File: config.mk
export PLATFORM = sky130hd
export DESIGN_NAME = exception_unit
export DESIGN_NICKNAME = d
export VERILOG_FILES = /design/src/rtl/exception_unit.sv
export SDC_FILE = /design/constraint.sdc
export NUM_CORES = 1
export LEC_CHECK = 0
export BUFFER_PORTS_ARGS = -buffer_cell sky130_fd_sc_hd__buf_2
export CAP_MARGIN = 20
export CORE_MARGIN = 2
export CORE_UTILIZATION = 45
export CTS_CLUSTER_DIAMETER = 30
export DETAILED_ROUTE_END_ITERATION = 6
export HOLD_SLACK_MARGIN = 0.03
export PLACE_DENSITY_LB_ADDON = 0.1
export SLEW_MARGIN = 20
export SYNTH_ARGS = -nofsm -noshare
export SYNTH_HDL_FRONTEND = slang
export SYNTH_SLANG_ARGS = --single-unit
File: constraint.sdc
create_clock -name clk -period 3.7 [get_ports clk]
set_clock_uncertainty 0.2 [all_clocks]
set_input_delay 0.37 -clock clk [delete_from_list [all_inputs] [get_ports clk]]
set_output_delay 0.37 -clock clk [all_outputs]
set_load 0.005 [all_outputs]
File: src/rtl/exception_unit.sv
// Exception/interrupt sequencer: owns ELR/ESR, selects the fetch PC source and
// runs the level-sensitive external request handshake.
module exception_unit #(
   parameter int unsigned   N          = 64,
   parameter logic [N-1:0]  EXC_VECTOR = N'(64'h00000000000000D8),
   parameter logic [3:0]    EXT_CODE   = 4'b0001
) (
   input  logic         clk,
   input  logic         reset,
   input  logic [N-1:0] PC,
   input  logic         Exc,
   input  logic [3:0]   EStatus,
   input  logic         ERet,
   input  logic         ExtlRQ,
   output logic [1:0]   PCSel,
   output logic [N-1:0] ExcVector,
   output logic [N-1:0] ELR,
   output logic [3:0]   ESR,
   output logic         ExcAck,
   output logic         ExtlAck,
   output logic         InHandler,
   output logic         NestedErr
);

   localparam int unsigned SEL_W = 2;
   localparam logic [SEL_W-1:0] SEL_SEQ = SEL_W'(0);
   localparam logic [SEL_W-1:0] SEL_VEC = SEL_W'(1);
   localparam logic [SEL_W-1:0] SEL_ELR = SEL_W'(2);

   typedef enum logic {
      ST_IDLE    = 1'b0,
      ST_HANDLER = 1'b1
   } state_e;

   state_e             state_q, state_d;
   logic [N-1:0]       elr_q, elr_d;
   logic [3:0]         esr_q, esr_d;
   logic               extl_ack_q, extl_ack_d;
   logic               nested_q, nested_d;
   logic               req_armed_q, req_armed_d;
   logic [SEL_W-1:0]   pcsel_c;
   logic               exc_ack_c;

   // Next-state and Mealy redirect logic.
   always_comb begin
      state_d     = state_q;
      elr_d       = elr_q;
      esr_d       = esr_q;
      extl_ack_d  = extl_ack_q;
      nested_d    = nested_q;
      req_armed_d = req_armed_q;
      pcsel_c     = SEL_SEQ;
      exc_ack_c   = 1'b0;

      // Handshake release happens regardless of state.
      if (!ExtlRQ) begin
         extl_ack_d  = 1'b0;
         req_armed_d = 1'b1;
      end

      case (state_q)
         ST_IDLE: begin
            if (Exc) begin
               pcsel_c   = SEL_VEC;
               exc_ack_c = 1'b1;
               elr_d     = PC;
               esr_d     = EStatus;
               state_d   = ST_HANDLER;
            end else if (ExtlRQ && !extl_ack_q && req_armed_q) begin
               pcsel_c     = SEL_VEC;
               exc_ack_c   = 1'b1;
               elr_d       = PC;
               esr_d       = EXT_CODE;
               extl_ack_d  = 1'b1;
               req_armed_d = 1'b0;
               state_d     = ST_HANDLER;
            end
         end
         ST_HANDLER: begin
            if (ERet) begin
               pcsel_c = SEL_ELR;
               state_d = ST_IDLE;
            end else if (Exc) begin
               nested_d = 1'b1;
            end
         end
         default: state_d = ST_IDLE;
      endcase

      // Redirect outputs are forced quiet while reset is asserted.
      if (!reset) begin
         pcsel_c   = SEL_SEQ;
         exc_ack_c = 1'b0;
      end
   end

   always_ff @(posedge clk or negedge reset) begin
      if (!reset) begin
         state_q     <= ST_IDLE;
         elr_q       <= '0;
         esr_q       <= '0;
         extl_ack_q  <= 1'b0;
         nested_q    <= 1'b0;
         req_armed_q <= 1'b1;
      end else begin
         state_q     <= state_d;
         elr_q       <= elr_d;
         esr_q       <= esr_d;
         extl_ack_q  <= extl_ack_d;
         nested_q    <= nested_d;
         req_armed_q <= req_armed_d;
      end
   end

   assign PCSel     = pcsel_c;
   assign ExcAck    = exc_ack_c;
   assign ExcVector = EXC_VECTOR;
   assign ELR       = elr_q;
   assign ESR       = esr_q;
   assign ExtlAck   = extl_ack_q;
   assign NestedErr = nested_q;
   assign InHandler = (state_q == ST_HANDLER);

endmodule

==> reports/metrics.yaml <==
yosysWarnings: 0
tightestPinTransition_ps: 890.8
synth_seq_area_share_pct: 55.77
path_clk_slew_ps: 70
slowest_delay_ps: 530
core-area_sq_um: 6869
dp_cells: 466
r2r-end: "ELR[2]"
timing.fmax_mhz: 384.7
cts_buffers: 9
cts_tree: "built"
seq_area_sq_um: 1803
slowest_stage: "dlygate4sd3_1"
globalRoute.totalOverflow: 0
synthSimpleGateAreaFrac_pct: 1.819
dp_slack_ps: 1635
multiInputGateArea_sq_um: 1096
die-area_sq_um: 7878
cts_sinks: 72
synth_top_family_by_area: "multiplexers"
ys_ff_latch: 72
hold_viol: 0
holdWs_ps: 59.58
vias: 1998
worstReg2RegStart: "InHandler"
cp-startpoint: "ExtlRQ"
cts_buffer_depth: 2
start_util_pct: 47.07
ys_types: 21
rows: 30
synth-compound-area-share_pct: 1.780
rsz0062_at_grt: "no"
drc: 0
reg2reg_slack_ps: 1700
max_cap_viol_count: 0
routed_wl_microns: 5930
p_per_area_nw_per_um2: 781.9
cts-root-buf: "clkbuf_8"
report.final.slew_viol_count: 0
htree_levels: 3
grt_max_degree: 73
status: "finished, final reports clean"
nFillCells: 579
crit_fanout: 36
r2r_cells: 4
gp_congestion: 0.6949
leakagePower_nw: 2.098
path_class: "in -> out"
dp_hpwl_microns: 4390
finalPower_w: 0.003134
hold_path_class: "in -> async"
n_antenna_cell: 0
areaGrowthSynthToFinish_pct: 23.99
cp_top_family: "buffers and inverters"
syn_inst: 231
ir_drop_mv: 0.4239
cp.required_ps: 3130
arrival_ps: 2030
synth_fa_ha_area_share_pct: 0
clkLatencyLatePin_ps: 320
routedWlPerCell_microns: 12.25
tns_ps: 0
min_period_ps: 2599
path_buf_inv: 4
synthMuxAreaShare_pct: 22.87
syn-mean-instance-area_sq_um: 14.00
startpoint_type: "input pin"
routed_via_density: 4.128
die_h_microns: 88.76
die_w_microns: 88.76
ioPinCount: 211
grt_pass1_wl_microns: 8424
crit_top_cell: "buf_2"
netlist_area_sq_um: 3233
final_cells: 484
post-route-period-util_pct: 70.25
path_cells: "dlygate4sd3_1 -> buf_2 -> and4bb_1 -> nor2_4 -> buf_4 -> nor2_1 -> buf_2"
finalSetupViolations: 0
synth_xor_area_share_pct: 0
antenna_found_initial: 0
grt_pass1_vias: 1807
critPathCaptureType: "primary output"
layout.nets: 456
drt_iter0_markers: 40
fin_ws_ps: 1101
grt_usage_pct: 14.28
max_slew_margin_pct: 40.61
ant_nets: 0
drtPass1Iterations: 2
drive_above_1_share_pct: 59.28
port_buffers: 146
## routing by layer
layer / part of all wire (%) / vias up / GRT usage [%]
met5: 0 / - / 0
met4: 0.96 / 0 / 6.612
met3: 11 / 5 / 5.597
met2: 49 / 118 / 22.80
met1: 39 / 928 / 17.01
li1: - / 947 / -
## worst max-delay path by stage
stage,end,slack [ps],cells after the start
final,ExcAck,1100,7
after global routing,ExcAck,960,7
after CTS,PCSel[0],1080,7
after detailed placement,PCSel[0],1640,6
after global placement,PCSel[0],1640,6
after floorplan,PCSel[0],1750,6
## repair_timing
item,CTS,global route
gates resized for setup,0,0
hold endpoints to repair,2,0
setup buffers,0,0
hold buffers,2,0
setup endpoints to repair,0,0
## cell usage after synthesis, drive strengths merged
cell type	n	area (sq um)
o31ai	1	7.510
dfstp	1	26.28
a21oi	2	10.01
a22o	3	26.28
a31o	1	8.760
and2b	1	7.510
o21ai	1	5.000
nor2b	1	6.260
nor2	3	18.77
conb	2	7.510
inv	4	15.01
nor3	2	10.01
dfrtp	71	1777
and4bb	1	12.51
buf	72	551.8
mux2	64	739.5
nand2	1	3.750
## area by class of cell
cell class | count | share of cell area [%]
Timing Repair Buffer | 151 | 19.35
Clock inverter | 3 | 0.9988
Tap cell | 96 | 2.996
Multi-Input combinational cell | 145 | 27.34
Clock buffer | 13 | 3.964
Inverter | 4 | 0.3745
Sequential cell | 72 | 44.98
## cell families (layout without fill, tap and decap cells)
kind of cell | Yosys count | after routing
buf+inv | 76 | 171
mux | 64 | 64
simple gates | 9 | 9
flops | 72 | 72
compound gates | 8 | 8
other cells | 2 | 64
## power by group
group          total (W)  internal (W)  switching [W]  leakage (nW)
logic            0.00117      0.000699       0.000466          1.16
clock network   0.000611      0.000347       0.000264         0.103
registers        0.00136       0.00118       0.000182         0.839
## flip-flops by register name, indices dropped and copies added, names as in the netlist
signal,cells
NestedErr,1
ExtlAck,1
InHandler,1
ESR,4
ELR,64
req_armed_q,1
## layout by cell type, fill, tap and decap left out, types with 2 or more instances in the layout
cell           count
mux2_4             5
buf_2            145
nor2_1             2
dlygate4sd3_1      2
clkbuf_1           2
clkinv_2           2
a22o_1             3
mux2_2            59
clkbuf_8          11
conb_1            64
a21oi_1            2
dfrtp_1           71
nor3_1             2
buf_4              4
inv_1              4
## stage by stage
| stage | area (sq um) | util [%] |
|---|---|---|
| CTS | 4009 | 58.36 |
| detailed placement | 3790 | 55.17 |
| global route | 4009 | 58.36 |
| floorplan | 3466 | - |
| finish | 4009 | 58.36 |
| global placement | 3790 | 55.17 |
Note: power is estimated with default switching activity, not from simulation.
